### src/rtl/serial_sub_ctrl.sv
// serial_sub_ctrl: bit-serial subtractor computing (a - b - bin) mod 2^WIDTH with one
// full-subtractor cell, LSB first, one bit per clock.
//
// Ports:
//   clk   - clock, rising edge
//   rst   - synchronous active-high reset
//   start - request; accepted only in IDLE or DONE
//   a, b  - minuend / subtrahend, sampled on the accepting edge
//   bin   - initial borrow-in, sampled on the accepting edge
//   busy  - high while bits are being processed
//   done  - one-cycle pulse when d/bo have just updated
//   d     - registered difference
//   bo    - registered final borrow-out (a < b + bin)
module serial_sub_ctrl #(
   parameter int unsigned WIDTH = 8
) (
   input  logic             clk,
   input  logic             rst,
   input  logic             start,
   input  logic [WIDTH-1:0] a,
   input  logic [WIDTH-1:0] b,
   input  logic             bin,
   output logic             busy,
   output logic             done,
   output logic [WIDTH-1:0] d,
   output logic             bo
);

   localparam int unsigned CntW = $clog2(WIDTH) + 1;
   localparam logic [CntW-1:0] LastCnt = CntW'(WIDTH - 1);

   typedef enum logic [1:0] {StIdle, StShift, StDone} state_e;

   state_e           state_q, state_d;
   logic [WIDTH-1:0] sa_q, sa_d;
   logic [WIDTH-1:0] sb_q, sb_d;
   logic [WIDTH-1:0] sd_q, sd_d;
   logic             brw_q, brw_d;
   logic [CntW-1:0]  cnt_q, cnt_d;
   logic             busy_q, busy_d;
   logic             done_q, done_d;
   logic [WIDTH-1:0] d_q, d_d;
   logic             bo_q, bo_d;

   // Full-subtractor cell on the current LSBs and the carried borrow.
   logic cell_x, cell_y, cell_z, cell_diff, cell_bor;

   always_comb begin
      cell_x    = sa_q[0];
      cell_y    = sb_q[0];
      cell_z    = brw_q;
      cell_diff = cell_x ^ cell_y ^ cell_z;
      cell_bor  = (~cell_x & cell_y) | (~(cell_x ^ cell_y) & cell_z);
   end

   always_comb begin
      state_d = state_q;
      sa_d    = sa_q;
      sb_d    = sb_q;
      sd_d    = sd_q;
      brw_d   = brw_q;
      cnt_d   = cnt_q;
      busy_d  = 1'b0;
      done_d  = 1'b0;
      d_d     = d_q;
      bo_d    = bo_q;

      case (state_q)
         StIdle, StDone: begin
            if (start) begin
               sa_d    = a;
               sb_d    = b;
               sd_d    = '0;
               brw_d   = bin;
               cnt_d   = '0;
               busy_d  = 1'b1;
               state_d = StShift;
            end else begin
               state_d = StIdle;
            end
         end
         StShift: begin
            sa_d  = sa_q >> 1;
            sb_d  = sb_q >> 1;
            // Difference bits enter at the MSB so the LSB ends up at bit 0.
            sd_d  = {cell_diff, sd_q[WIDTH-1:1]};
            brw_d = cell_bor;
            cnt_d = cnt_q + CntW'(1);
            if (cnt_q == LastCnt) begin
               d_d     = sd_d;
               bo_d    = cell_bor;
               done_d  = 1'b1;
               state_d = StDone;
            end else begin
               busy_d = 1'b1;
            end
         end
         default: state_d = StIdle;
      endcase
   end

   always_ff @(posedge clk) begin
      if (rst) begin
         state_q <= StIdle;
         sa_q    <= '0;
         sb_q    <= '0;
         sd_q    <= '0;
         brw_q   <= 1'b0;
         cnt_q   <= '0;
         busy_q  <= 1'b0;
         done_q  <= 1'b0;
         d_q     <= '0;
         bo_q    <= 1'b0;
      end else begin
         state_q <= state_d;
         sa_q    <= sa_d;
         sb_q    <= sb_d;
         sd_q    <= sd_d;
         brw_q   <= brw_d;
         cnt_q   <= cnt_d;
         busy_q  <= busy_d;
         done_q  <= done_d;
         d_q     <= d_d;
         bo_q    <= bo_d;
      end
   end

   assign busy = busy_q;
   assign done = done_q;
   assign d    = d_q;
   assign bo   = bo_q;

endmodule
### config.mk
export PLATFORM = sky130hd
export DESIGN_NAME = serial_sub_ctrl
export DESIGN_NICKNAME = d
export VERILOG_FILES = /design/src/rtl/serial_sub_ctrl.sv
export SDC_FILE = /design/constraint.sdc
export NUM_CORES = 1
export LEC_CHECK = 0
export BUFFER_PORTS_ARGS = -buffer_cell sky130_fd_sc_hd__buf_4
export CAP_MARGIN = 30
export CORE_MARGIN = 5
export CORE_UTILIZATION = 53
export CTS_CLUSTER_DIAMETER = 120
export DETAILED_ROUTE_END_ITERATION = 10
export GPL_TIMING_DRIVEN = 0
export PLACE_DENSITY = 0.77
export SLEW_MARGIN = 25
export SYNTH_ARGS = -nofsm -noshare
export SYNTH_HDL_FRONTEND = slang
export SYNTH_SLANG_ARGS = --single-unit
### constraint.sdc
create_clock -name clk -period 1.7 [get_ports clk]
set_input_delay 0.17 -clock clk [delete_from_list [all_inputs] [get_ports clk]]
set_output_delay 0.17 -clock clk [all_outputs]
set_load 0.005 [all_outputs]
==> results of run 1 <==
[where the power goes]
part	internal, mW	total, mW	switching [mW]
Sequential	0.997	1.02	0.0225
Clock	0.195	0.486	0.291
Combinational	0.0999	0.231	0.131
[through the flow]
stage | worst slack [ps] | instance area (um^2) | hold WS (ps) | cells
floorplan | 522 | 1640 | 306 | 187
detailed placement | 282 | 1900 | 436 | 249
global route | 68.8 | 1960 | 73.0 | 256
CTS | 246 | 1960 | 60.9 | 256
global placement | 325 | 1900 | 419 | 249
finish | 265 | 1960 | 79.0 | 256
[sequential cells by signal, indices dropped and copies added, names as in the netlist]
name	count
bo	1
brw_q	1
busy	1
cnt_q	4
d	8
done	1
sa_q	8
sb_q	8
sd_q	7
state_q	2
[worst min-delay path by stage]
stage	start	to	slack (ps)	cells past startpoint
5_1_grt	a[7]	sa_q[7]$_SDFFE_PP0P_	70	3
3_5_place_dp	a[7]	sa_q[7]$_SDFFE_PP0P_	440	3
6_report	b[7]	sb_q[7]$_SDFFE_PP0P_	80	3
4_1_cts	a[7]	sa_q[7]$_SDFFE_PP0P_	60	3
2_1_floorplan	a[7]	sa_q[7]$_SDFFE_PP0P_	310	2
3_3_place_gp	a[7]	sa_q[7]$_SDFFE_PP0P_	420	3
[worst min-delay path, stage by stage]
cell	delay, ps
buf_4	110
nand2_1	50
a21oi_1	50
[synthesized netlist by cell type, types with 2 or more instances]
master    count
inv_1         2
nor2_1        3
nand2b_1      3
o21ai_1       2
o21ai_0       6
nor3_1        2
a22oi_1      14
dfxtp_1      41
nand2_1      10
clkbuf_1      7
buf_4         3
buf_2         9
nand3_1      34
a21oi_1      37
[kinds of logic after synthesis]
group | after synthesis | share of synthesized area [%]
adders and majority gates | 2 | 1.98
AOI/OAI and AO/OA | 62 | 21.9
DFF | 41 | 49.9
and+or+nand+nor | 58 | 17.7
buffers and inverters | 22 | 6.85
muxes | 2 | 1.60
[layout make-up]
class / instances / area share (%)
buffer: 20 / 5.37
clock buffer: 7 / 2.81
inverter: 2 / 0.383
multi-input combinational: 124 / 36.3
sequential: 41 / 41.9
tap: 33 / 2.11
timing repair buffer: 29 / 11.1
[metal layers]
metal  global-route usage, %  wire length, um
met3                    6.67              183
met1                    22.9             1600
met2                    34.2             1940
met4                    7.77               87
met5                       0                0
==> out/metrics.cfg, run 1 <==
[synthesis]
synth-main-ff-cell=dfxtp_1
syn_area_mm2=0.00164
synthTopCellsByArea=dfxtp_1 (50%), a21oi_1 (11%), nand3_1 (10%), a22oi_1 (6.4%), buf_2 (2.7%)
syn_avg_cell_area_um2=8.79
syn_nets=209
ys_types=28
yosysWarnings=0
async_flop_share_pct=0
postSynthCellCount=187
synth_edf_count=0
yosysTopAreaCell=dfxtp_1
yosysTopAreaCellShare_pct=49.9
synth-seq-cells=41
seq_area_frac_synth_pct=49.9

[setup_path]
r2r-end=d[5]$_SDFFE_PP0P_
reg2regPathDepth=5
slowest_stage=clkbuf_1
worstSetupPathType=register to register
end_kind=register
critPathBufInv=1
r2r_start=cnt_q[0]$_SDFFE_PP0P_
critPathTopFamily=buffers and inverters
crit_required_ps=1980
endpoint=d[5]$_SDFFE_PP0P_
start_kind=register
rrSetupSlack_ps=260
crit_chain=ha_1, nand3b_1, clkbuf_1, o21ai_0, a21oi_1
critPathMaxStageDelay_ps=370
crit_cells=5
cp.arrival_ps=1720
startpoint=cnt_q[0]$_SDFFE_PP0P_
crit_fanout=10

[global_route]
grt_overflow=0
groute.usage.overall_pct=20.0
antenna_found_initial=0
grt_first_pass_wirelength_um=6590
grt_pass1_vias=1483
grt_max_degree=12

[place]
dp_hpwl_um=2780
gp_congestion=0.819
io_buffers=29

[clocking]
postCtsHoldBufs=0
path_clk_slew_ps=110
post-cts-setup-buffers=0
root_buffer=clkbuf_4
cts_buffer_depth=2
numCtsBuffers=5
htree_levels=2
cts_tree=done
cts_resized=0
cts.sinks=41
clock_latency_ps=340

[floorplanning]
pin_count=31
coreArea_mm2=0.00300
initial_core_util_pct=54.8
die_h_um=65.7
die_w_um=65.7
fp-row-count=20
die-area_mm2=0.00432

[detailed_routing]
drtIter0Drc=78
antenna_left=0
drc=0
vias=1479
wirelength_um=3810
via_per_inst=5.78
first_pass_iters=4
post_drt_wl_per_cell_um=14.9

[final_layout]
area_growth_pct=19.1
final_cell_mix=dfxtp_1 (41), a21oi_1 (37), nand3_1 (34)
final_layout_size_suffix_gt1_share_pct=22.4
layout_commonest_cell=dfxtp_1
diodes=0
num-fill-cells=281
multiInputGateArea_um2=711
layout.nets=245
seq_area_um2=821
final_core_util_pct=65.2

[worst_hold_path]
worstHoldPathType=input port to register

[sta]
fin_crit_sh_pct=84.4
setup_tns_ps=0
worstMarginPinSlew_ps=460
rsz0062_at_grt=no
slew_violations=0
fmax_mhz=697
setup_viol=0
relSlewSlack_pct=69.3
clock_skew_ps=10.4
period_minus_slack_ps=1440
hold_viol_final=0

[status]
status=finished clean

[power_and_ir_drop]
power_mw=1.74
ir_drop_mv=0.541
p_leak_nw=0.738
p_per_area_mw_per_mm2=887

[run]
max_cap_violations=0

No activity file was read; power rests on OpenSTA's default activity.
==> inputs of run 2 (changes only) <==
- clock period: 1.7 -> 1.5 ns (I/O delays scaled with it)
==> run 2 against run 1 <==
Against the previous run:
- total power is 13% higher
- worst setup slack got worse by 120 ps
- combinational power grew 13%
- first-iteration DRC count fell by 5.1%
- utilization is 0.13 points higher
- sequential share of layout area decreased by 0.080 points
==> out/metrics.cfg, run 2 (synthesized netlist as in run 1, its figures left out) <==
[setup_path]
start_kind=register
crit_fanout=10
end_kind=register
cp.arrival_ps=1580
crit_required_ps=1720
worstSetupPathType=register to register

[global_route]
grt_first_pass_wirelength_um=6590
grt_max_degree=12
grt_pass1_vias=1483
groute.usage.overall_pct=20.0
grt_overflow=0
antenna_found_initial=0

[detailed_routing]
drtIter0Drc=74
first_pass_iters=4
drc=0
antenna_left=0
wirelength_um=3820
via_per_inst=5.79
vias=1482
post_drt_wl_per_cell_um=14.9

[status]
status=finished clean

[floorplanning]
die_h_um=65.7
initial_core_util_pct=54.8
die-area_mm2=0.00432
die_w_um=65.7
pin_count=31
fp-row-count=20
coreArea_mm2=0.00300

[sta]
setup_viol=0
relSlewSlack_pct=69.2
layout_setup_ws_ps=140
fin_crit_sh_pct=90.7
clock_skew_ps=10.1
period_minus_slack_ps=1360
slew_violations=0
rsz0062_at_grt=no
worstMarginPinSlew_ps=461
setup_tns_ps=0
hold_viol_final=0
fmax_mhz=735

[clocking]
path_clk_slew_ps=110
root_buffer=clkbuf_4
cts_buffer_depth=2
cts_tree=done
cts.sinks=41
numCtsBuffers=5
post-cts-setup-buffers=0
clock_latency_ps=340
htree_levels=2

[place]
io_buffers=29
gp_congestion=0.819
dp_hpwl_um=2780
pre_cts_ws_ps=81.6

[final_layout]
diodes=0
layout.nets=245
area_growth_pct=19.3
layout_commonest_cell=dfxtp_1
num-fill-cells=279
multiInputGateArea_um2=713
final_layout_size_suffix_gt1_share_pct=23.3
final_core_util_pct=65.3
seq_area_um2=821
final_cell_mix=dfxtp_1 (41), a21oi_1 (37), nand3_1 (34)

[power_and_ir_drop]
power_mw=1.97
p_per_area_mw_per_mm2=1000
ir_drop_mv=0.613
p_leak_nw=0.738

[worst_hold_path]
worstHoldPathType=input port to register

[run]
max_cap_violations=0

run 2: area by class of cell:
type,instances,share of cell area (%)
tap,33,2.10
timing repair buffer,29,11.1
sequential,41,41.8
multi-input combinational,124,36.4
inverter,2,0.383
clock buffer,7,2.81
buffer,20,5.42
run 2: per-layer routing:
| metal | vias to the layer above | wire [um] | track usage [%] |
|---|---|---|---|
| li1 | 740 | - | - |
| met1 | 702 | 1580 | 22.9 |
| met2 | 30 | 1950 | 34.2 |
| met3 | 10 | 194 | 6.67 |
| met4 | 0 | 87 | 7.77 |
| met5 | - | 0 | 0 |
run 2: stage by stage:
| stage | cell area (um^2) | instances | hold WS [ps] |
|---|---|---|---|
| detailed placement | 1900 | 249 | 416 |
| CTS | 1960 | 256 | 40.9 |
| floorplan | 1640 | 187 | 286 |
| global route | 1960 | 256 | 53.0 |
| global placement | 1900 | 249 | 399 |
| finish | 1960 | 256 | 59.2 |
run 2: final timing paths:
path,slack (ps),cells after the start,end,from
max,140,5,state_q[0]$_SDFFE_PP0P_,cnt_q[0]$_SDFFE_PP0P_
min,60,3,sb_q[7]$_SDFFE_PP0P_,b[7]
max reg2reg,140,5,state_q[0]$_SDFFE_PP0P_,cnt_q[0]$_SDFFE_PP0P_
min reg2reg,470,2,sa_q[4]$_SDFFE_PP0P_,sa_q[4]$_SDFFE_PP0P_
run 2: repair_timing:
action	4_1_cts	5_1_grt
hold buffers	0	0
setup endpoints to repair	0	9
gates resized for setup	0	3
run 2: report_power, final:
group	internal (mW)	total [mW]	leakage, nW	switching [mW]
clock	0.222	0.551	0.0314	0.329
combinational	0.113	0.261	0.372	0.148
sequential	1.13	1.16	0.334	0.0256
run 2: worst max-delay path, cell delays in order, from the launching register on:
cell      delay (ps)
dfxtp_1          400
ha_2             230
nand3b_1         100
clkbuf_2         210
a21oi_1          240
nor2_1            60
==> inputs of run 3 (changes only) <==
- MAX_ROUTING_LAYER: default -> met4
==> run 3 against run 2 <==
Against the previous run:
- total power increased by 0.22%
- register-to-register slack about the same
- routed wire length increased by 0.68%
- highest routed layer unchanged
==> out/metrics.cfg, run 3 (synthesized netlist as in run 1, its figures left out) <==
[status]
status=finished clean

[floorplanning]
fp-row-count=20
die_w_um=65.7
coreArea_mm2=0.00300
initial_core_util_pct=54.8
die-area_mm2=0.00432
die_h_um=65.7
pin_count=31

[global_route]
grt_pass1_vias=1480
antenna_found_initial=0
grt_overflow=0
grt_max_degree=12
grt_first_pass_wirelength_um=6600
groute.usage.overall_pct=20.6

[final_layout]
finalInstanceArea_mm2=0.00196
final_layout_size_suffix_gt1_share_pct=23.3
diodes=0
layout.nets=245
area_growth_pct=19.3
num-fill-cells=279
layout_commonest_cell=dfxtp_1
final_cell_mix=dfxtp_1 (41), a21oi_1 (37), nand3_1 (34)

[detailed_routing]
wirelength_um=3840
via_per_inst=5.89
drc=0
antenna_left=0
drtIter0Drc=74
first_pass_iters=4
post_drt_wl_per_cell_um=15.0
vias=1508

[run]
max_cap_violations=0

[sta]
fin_crit_sh_pct=89.9
hold_viol_final=0
rsz0062_at_grt=no
layout_setup_ws_ps=151
slew_violations=0
holdWs_ps=51.7
period_minus_slack_ps=1350
relSlewSlack_pct=69.1
clock_skew_ps=8.46
worstMarginPinSlew_ps=464
fmax_mhz=741
setup_tns_ps=0
setup_viol=0

[setup_path]
cp.arrival_ps=1580
critPathTopFamily=flip-flops
start_kind=register
slowest_stage=dfxtp_1
crit_required_ps=1730
crit_fanout=10
critPathBufInv=1
crit_chain=ha_2, nand3b_1, clkbuf_2, a21oi_1, nor2_1
end_kind=register
critPathMaxStageDelay_ps=390
worstSetupPathType=register to register

[place]
io_buffers=29
gp_congestion=0.832
placed_area_mm2=0.00190
dp_hpwl_um=2780
pre_cts_ws_ps=81.6

[power_and_ir_drop]
p_leak_nw=0.738
p_per_area_mw_per_mm2=1010
ir_drop_mv=0.616

[clocking]
path_clk_slew_ps=110
htree_levels=2
numCtsBuffers=5
clock_latency_ps=350
cts.sinks=41
cts_buffer_depth=2
cts_tree=done
root_buffer=clkbuf_4

[worst_hold_path]
worstHoldPathType=input port to register

[run 3: repair_timing]
action | 4_1_cts | 5_1_grt
hold buffers | 0 | 0
endpoints found under the setup margin | 0 | 9
buffers inserted | 0 | 0
resized for setup | 0 | 3
[run 3: path summary, 6_finish.rpt]
kind | startpoint | slack (ps) | cells past startpoint | to
setup / recovery | cnt_q[0]$_SDFFE_PP0P_ | 150 | 5 | state_q[0]$_SDFFE_PP0P_
hold / removal | b[7] | 50 | 3 | sb_q[7]$_SDFFE_PP0P_
setup reg to reg | cnt_q[0]$_SDFFE_PP0P_ | 150 | 5 | state_q[0]$_SDFFE_PP0P_
hold reg to reg | sa_q[4]$_SDFFE_PP0P_ | 470 | 2 | sa_q[4]$_SDFFE_PP0P_
[run 3: tightest hold or removal path, delay by kind of cell]
kind / cells / cell delay (ps)
AO/OA/AOI/OAI: 1 / 50
AND/OR/NAND/NOR: 1 / 50
buffers and inverters: 1 / 110
[run 3: cell type report]
cell class | instances | area (um^2) | share of cell area, %
clock buffers | 7 | 55.1 | 2.81
flip-flops and latches | 41 | 821 | 41.8
repair buffers | 29 | 218 | 11.1
multi-input cells | 124 | 713 | 36.4
inverters | 2 | 7.51 | 0.383
plain buffers | 20 | 106 | 5.42
well taps | 33 | 41.3 | 2.10
[run 3: where the power goes]
group          internal (mW)  switching (mW)  total (mW)
registers               1.13          0.0257        1.16
logic                  0.113           0.149       0.262
clock network          0.221           0.332       0.554
[run 3: per-stage QoR]
step / instances / util [%] / power (mW)
detailed placement: 249 / 63.4 / 1.44
CTS: 256 / 65.2 / 1.98
floorplan: 187 / - / 1.35
global placement: 249 / 63.4 / 1.43
finish: 256 / 65.3 / 1.97
global route: 256 / 65.3 / 2.07
[run 3: routing by layer]
layer | vias to the layer above | GRT usage, % | wire length (um)
met4 | 0 | 7.77 | 83
met2 | 47 | 34.3 | 1940
li1 | 742 | - | -
met1 | 709 | 22.9 | 1590
met3 | 10 | 6.84 | 232
met5 | - | - | 0
